**src/rtl/disp_pkg.sv**
```systemverilog
// rtl/disp_pkg.sv - segment encodings, digit field indices and blank levels for the scan display
package disp_pkg;

  localparam logic [6:0] SEG_OFF = 7'h7F;
  localparam logic [7:0] AN_OFF  = 8'hFF;

  localparam logic [2:0] DIG_CNT_LO = 3'd0;
  localparam logic [2:0] DIG_CNT_HI = 3'd1;
  localparam logic [2:0] DIG_VAL_LO = 3'd2;
  localparam logic [2:0] DIG_VAL_HI = 3'd3;
  localparam logic [2:0] DIG_COL_LO = 3'd4;
  localparam logic [2:0] DIG_COL_HI = 3'd5;
  localparam logic [2:0] DIG_ROW_LO = 3'd6;
  localparam logic [2:0] DIG_ROW_HI = 3'd7;

  // Active-low {g,f,e,d,c,b,a}, indexed by nibble value
  localparam logic [6:0] SEG_HEX [16] = '{
    7'h40, 7'h79, 7'h24, 7'h30, 7'h19, 7'h12, 7'h02, 7'h78,
    7'h00, 7'h10, 7'h08, 7'h03, 7'h46, 7'h21, 7'h06, 7'h0E
  };

  function automatic logic [6:0] hex_to_seg(input logic [3:0] nib);
    return SEG_HEX[nib];
  endfunction

endpackage

```
**src/rtl/disp_refresh_timer.sv**
```systemverilog
// rtl/disp_refresh_timer.sv - per-digit prescaler, digit index and frame-wrap pulse
module disp_refresh_timer #(
  parameter int TICKS_PER_DIGIT = 100000
) (
  input  logic       clk,
  input  logic       reset,
  output logic [2:0] digit_idx,
  output logic       frame_tick
);

  localparam int PW = (TICKS_PER_DIGIT > 1) ? $clog2(TICKS_PER_DIGIT) : 1;
  localparam logic [PW-1:0] TERM = PW'(TICKS_PER_DIGIT - 1);

  logic [PW-1:0] prescaler;
  logic          term;

  assign term       = (prescaler == TERM);
  assign frame_tick = term && (digit_idx == 3'd7);

  always_ff @(posedge clk or negedge reset) begin
    if (!reset) begin
      prescaler <= '0;
      digit_idx <= '0;
    end else if (term) begin
      prescaler <= '0;
      digit_idx <= digit_idx + 3'd1;
    end else begin
      prescaler <= prescaler + 1'b1;
    end
  end

endmodule

```
**src/rtl/disp_scan_scheduler.sv**
```systemverilog
// rtl/disp_scan_scheduler.sv - tear-free 8-digit hex scan of row/col/pixel and update count; optional DISP_BLINK_EN
module disp_scan_scheduler
  import disp_pkg::*;
#(
  parameter int TICKS_PER_DIGIT = 100000,
  parameter int BLINK_FRAMES    = 64
) (
  input  logic       clk,
  input  logic       reset,
  input  logic [7:0] row_index,
  input  logic [7:0] col_index,
  input  logic [7:0] pixel_val,
  input  logic       data_valid,
  input  logic       disp_en,
  output logic [7:0] an,
  output logic [6:0] seg,
  output logic       dp,
  output logic       frame_tick,
  output logic [7:0] pkt_cnt
);

  logic [2:0] digit_idx;
  logic [7:0] stg_row, stg_col, stg_val;
  logic [7:0] shd_row, shd_col, shd_val;
  logic       pending;
  logic       commit;
  logic [3:0] nibble;
  logic       blink_blank;

  disp_refresh_timer #(
    .TICKS_PER_DIGIT(TICKS_PER_DIGIT)
  ) u_timer (
    .clk       (clk),
    .reset     (reset),
    .digit_idx (digit_idx),
    .frame_tick(frame_tick)
  );

  assign commit = frame_tick && pending;

  // Shadow only moves at the frame wrap; a strobe on that same cycle re-arms pending
  always_ff @(posedge clk or negedge reset) begin
    if (!reset) begin
      stg_row <= '0;
      stg_col <= '0;
      stg_val <= '0;
      shd_row <= '0;
      shd_col <= '0;
      shd_val <= '0;
      pending <= 1'b0;
      pkt_cnt <= '0;
    end else begin
      if (data_valid) begin
        stg_row <= row_index;
        stg_col <= col_index;
        stg_val <= pixel_val;
      end
      if (commit) begin
        shd_row <= stg_row;
        shd_col <= stg_col;
        shd_val <= stg_val;
        pkt_cnt <= pkt_cnt + 8'd1;
      end
      if (data_valid)
        pending <= 1'b1;
      else if (frame_tick)
        pending <= 1'b0;
    end
  end

`ifdef DISP_BLINK_EN
  localparam int BW = $clog2(BLINK_FRAMES + 1);
  logic [BW-1:0] blink_cnt;

  always_ff @(posedge clk or negedge reset) begin
    if (!reset)
      blink_cnt <= '0;
    else if (commit)
      blink_cnt <= BW'(BLINK_FRAMES);
    else if (frame_tick && (blink_cnt != '0))
      blink_cnt <= blink_cnt - 1'b1;
  end

  assign blink_blank = blink_cnt[0] && (digit_idx >= DIG_VAL_LO);
`else
  assign blink_blank = 1'b0 & (BLINK_FRAMES == 0);
`endif

  always_comb begin
    nibble = 4'h0;
    case (digit_idx)
      DIG_ROW_HI: nibble = shd_row[7:4];
      DIG_ROW_LO: nibble = shd_row[3:0];
      DIG_COL_HI: nibble = shd_col[7:4];
      DIG_COL_LO: nibble = shd_col[3:0];
      DIG_VAL_HI: nibble = shd_val[7:4];
      DIG_VAL_LO: nibble = shd_val[3:0];
      DIG_CNT_HI: nibble = pkt_cnt[7:4];
      DIG_CNT_LO: nibble = pkt_cnt[3:0];
      default:    nibble = 4'h0;
    endcase
  end

  // Registered pins: anode, segments and dp switch on the same edge
  always_ff @(posedge clk or negedge reset) begin
    if (!reset) begin
      an  <= AN_OFF;
      seg <= SEG_OFF;
      dp  <= 1'b1;
    end else if (!disp_en || blink_blank) begin
      an  <= AN_OFF;
      seg <= SEG_OFF;
      dp  <= 1'b1;
    end else begin
      an  <= ~(8'b1 << digit_idx);
      seg <= hex_to_seg(nibble);
      dp  <= !((digit_idx == DIG_ROW_LO) || (digit_idx == DIG_COL_LO) ||
               (digit_idx == DIG_VAL_LO));
    end
  end

endmodule

```
**config.mk**
```make
export PLATFORM = sky130hd
export DESIGN_NAME = disp_scan_scheduler
export DESIGN_NICKNAME = d
export VERILOG_FILES = /design/src/rtl/disp_pkg.sv /design/src/rtl/disp_refresh_timer.sv /design/src/rtl/disp_scan_scheduler.sv
export SDC_FILE = /design/constraint.sdc
export NUM_CORES = 1
export LEC_CHECK = 0
export ABC_AREA = 1
export BUFFER_PORTS_ARGS = -buffer_cell sky130_fd_sc_hd__buf_2
export CORE_ASPECT_RATIO = 1.1
export CORE_MARGIN = 5
export CORE_UTILIZATION = 58
export DETAILED_ROUTE_END_ITERATION = 6
export PLACE_DENSITY = 0.87
export SETUP_SLACK_MARGIN = 0.05
export SYNTH_ARGS = -nofsm -noshare
export SYNTH_HDL_FRONTEND = slang
export SYNTH_HIERARCHICAL = 1
export SYNTH_SLANG_ARGS = --single-unit
```
**constraint.sdc**
```tcl
create_clock -name clk -period 2.2 [get_ports clk]
set_input_delay 0 -clock clk [delete_from_list [all_inputs] [get_ports clk]]
set_output_delay 0 -clock clk [all_outputs]
set_load 0.02 [all_outputs]
```
==> results.sh <==
export IMPL_grt_pass1_vias=3565
export IMPL_r2r_end="pkt_cnt[7]"
export IMPL_power_switching_w=0.000743
export IMPL_setup_slack_ps=155
export IMPL_cts_buffer_depth=2
export IMPL_antenna_cells=0
export IMPL_status="completed"
export IMPL_rsz0062_at_grt="false"
export IMPL_hold_depth=3
export IMPL_ys_warn_count=6
export IMPL_synth_edf_count=0
export IMPL_grt_max_degree=73
export IMPL_drv_cap=0
export IMPL_netlist_area_mm2=0.00451
export IMPL_setup_viol=0
export IMPL_leakagePower_nw=2.82
export IMPL_via_per_inst=5.07
export IMPL_numCtsBuffers=9
export IMPL_fin_util=0.719
export IMPL_first_pass_iters=5
export IMPL_clk_latency_ps=360
export IMPL_r2r_cells=11
export IMPL_fmax_mhz=489
export IMPL_cp_start_kind="flop"
export IMPL_crit_required_ps=2450
export IMPL_drt_wl_total_um=9420
export IMPL_ys_flop_type="dfrtp_1"
export IMPL_overflow=0
export IMPL_irDropWorstVdd_mv=0.601
export IMPL_switching_share=0.245
export IMPL_gp_congestion=0.938
export IMPL_synthArstFlopShare=1.00
export IMPL_critPathCaptureType="flop"
export IMPL_clock_skew_ps=11.4
export IMPL_p_seq_frac=0.583
export IMPL_synth_simple_area_share=0.272
export IMPL_dieArea_mm2=0.00963
export IMPL_clkPwrFrac=0.357
export IMPL_synth_top_area_share=0.428
export IMPL_grt_usage=0.211
export IMPL_max_slew_margin_rel=0.432
export IMPL_dp_hpwl_um=6500
export IMPL_avgSynthCellArea_um2=8.30
export IMPL_clkTransAtPathRegs_ps=100
export IMPL_cts_sink_count=93
export IMPL_crit_path_max_incr_delay_ps=420
export IMPL_arrival_ps=2290
export IMPL_dp_slack_ps=43.6
export IMPL_crit_path_cell_trace="inv_1, nand3_1, nor2_2, nand3_4, nor2_4, nand2_1, inv_1, nand4_1, nor2_2, nand3_1, xnor2_1"
export IMPL_htreeDepth=3
export IMPL_yosys_top_cells_count="153 x nand2_1, 77 x dfrtp_1, 69 x inv_1"
export IMPL_grt_pass1_wl_um=15900
export IMPL_holdPathEnd="stg_col[4]"
export IMPL_cp_max_fo=5
export IMPL_power_density_mw_per_mm2=563
export IMPL_ff2ff_setup_slack_ps=150
export IMPL_finalCritPeriodShare=0.930
export IMPL_holdWs_ps=184
export IMPL_r2r_start="u_timer/prescaler[14]"
export IMPL_synth_most_common_cell="nand2_1"
export IMPL_drtIter0Drc=312
export IMPL_synth_largest_area_cell="dfrtp_1"
export IMPL_hold_violations=0
export IMPL_synth_top_family_by_area="simple AND/OR/NAND/NOR gates"
export IMPL_wl_per_cell_um=12.8
export IMPL_ant_nets=0
export IMPL_fin_crit_ps=2050
export IMPL_core_area_mm2=0.00751
export IMPL_syn_to_final_growth_pct=19.9
export IMPL_power_internal_w=0.00230
export IMPL_tightest_slew_ps=852
export IMPL_port_buffers=52
export IMPL_synth_fp_nets=581
export IMPL_drv_slew=0
export IMPL_antenna_found_initial=0
export IMPL_synthTopCellsByArea="dfrtp_1 43%, nand2_1 13%, dfstp_2 9.3%"
export IMPL_path_class="reg2reg"
export IMPL_cts_tree="built"
export IMPL_synth_mux_area_frac=0
export IMPL_drive_above_1_share=0.201
export IMPL_finalSetupTns_ps=0
export IMPL_synth_cell_types=30
export IMPL_root_buffer="clkbuf_8"
export IMPL_yosysSeqAreaShare=0.521
export IMPL_hp_start="data_valid"
export IMPL_ys_ff_latch=93
export IMPL_pwr_share_comb=0.060
export IMPL_min_path_type="in2reg"
export IMPL_io_pins=53
export IMPL_synthAdderAreaFrac=0.0278
export IMPL_drc=0
export IMPL_rows=33
export IMPL_cp_slowest_cell="dfrtp_1"
export IMPL_dieWidth_um=94.0
export IMPL_finalNetCount=664
export IMPL_synth_compound_area_frac=0.0691
export IMPL_synthCells=543
export IMPL_synth_xor_area_frac=0.0311
export IMPL_die_h_um=102
export IMPL_start_util=0.600
export IMPL_dr_total_vias=3733
[kinds of logic (layout without fill, tap and decap cells)]
family                     count (synthesis)  after routing
AOI/OAI and AO/OA                         58             58
xor gates and xnor gates                  16             16
adders and majority gates                 10             10
buffers and inverters                     89            177
DFF                                       93             93
and+or+nand+nor                          277            277
[power groups by stage]
stage	sequential, W	combinational, W	clock (W)
floorplan	0.00181	0.0000560	0
global placement	0.00180	0.000141	0
detailed placement	0.00180	0.000147	0
CTS	0.00177	0.000182	0.00111
global route	0.00178	0.000210	0.00118
finish	0.00177	0.000182	0.00109
[critical path, delay by kind of cell, from the launching register on]
| family | cells | cell delay, ps |
|---|---|---|
| XOR/XNOR | 1 | 140 |
| buffers and inverters | 2 | 220 |
| flip-flops | 1 | 420 |
| AND/OR/NAND/NOR | 8 | 1160 |
[worst max-delay path by stage]
| stage | cells past startpoint | slack [ps] | endpoint | startpoint |
|---|---|---|---|---|
| after floorplan | 11 | 160 | pkt_cnt[7] | u_timer/prescaler[0] |
| final | 11 | 150 | pkt_cnt[7] | u_timer/prescaler[14] |
| after CTS | 14 | 120 | seg[3] | u_timer/digit_idx[2] |
| after detailed placement | 14 | 40 | seg[3] | u_timer/digit_idx[1] |
| after global routing | 11 | 10 | pkt_cnt[7] | u_timer/prescaler[11] |
| after global placement | 14 | 150 | seg[3] | u_timer/digit_idx[1] |
[state kept, by name, indices dropped and copies added (netlist names)]
name,count
shd_val,8
dp,1
stg_row,8
shd_col,8
shd_row,8
seg,7
stg_val,8
stg_col,8
u_timer/prescaler,17
pending,1
u_timer/digit_idx,3
pkt_cnt,8
an,8
[metrics by stage]
step	power, W	std cells	cell area [um^2]
5_1_grt	0.00317	736	5400
6_report	0.00304	736	5400
3_5_place_dp	0.00195	691	4880
2_1_floorplan	0.00187	543	4510
3_3_place_gp	0.00194	691	4880
4_1_cts	0.00306	733	5340
[per-layer routing]
layer	vias to the layer above	wire length (um)	part of all wire	global-route usage
li1	1868	-	-	-
met1	1722	4230	0.45	0.280
met2	122	4470	0.47	0.342
met3	21	528	0.056	0.0412
met4	0	188	0.020	0.0833
met5	-	0	0	0
[area by class of cell]
class,count,area (um^2)
sequential,93,2350
fill,564,2110
multi-input combinational,361,1830
timing repair buffer,88,611
inverter,73,280
clock buffer,10,138
tap,105,131
clock inverter,6,53.8
[cells in the final DEF (no fill, tap or decap), types with 3 or more instances in the layout]
cell type      count
nor2_2             8
dlygate4sd3_1     26
inv_1             69
o21ai_0           52
nor2_1            48
dfrtp_1           72
nand3_1           31
xor2_1            11
ha_1              10
clkbuf_8          10
nand2_1          152
buf_4             10
nand4_1           23
dfstp_2           16
xnor2_1            5
buf_2             51
nand3_4            3
dfrtp_2            5
nor2_4             4
[repair_timing]
action | in CTS | in global routing
setup buffers | 0 | 3
pin swaps | 0 | 1
hold buffers | 26 | 0
endpoints found under the hold margin | 90 | 0
setup endpoints to repair | 1 | 8
resized for setup | 1 | 13
Power figures use the tool's default switching activity.
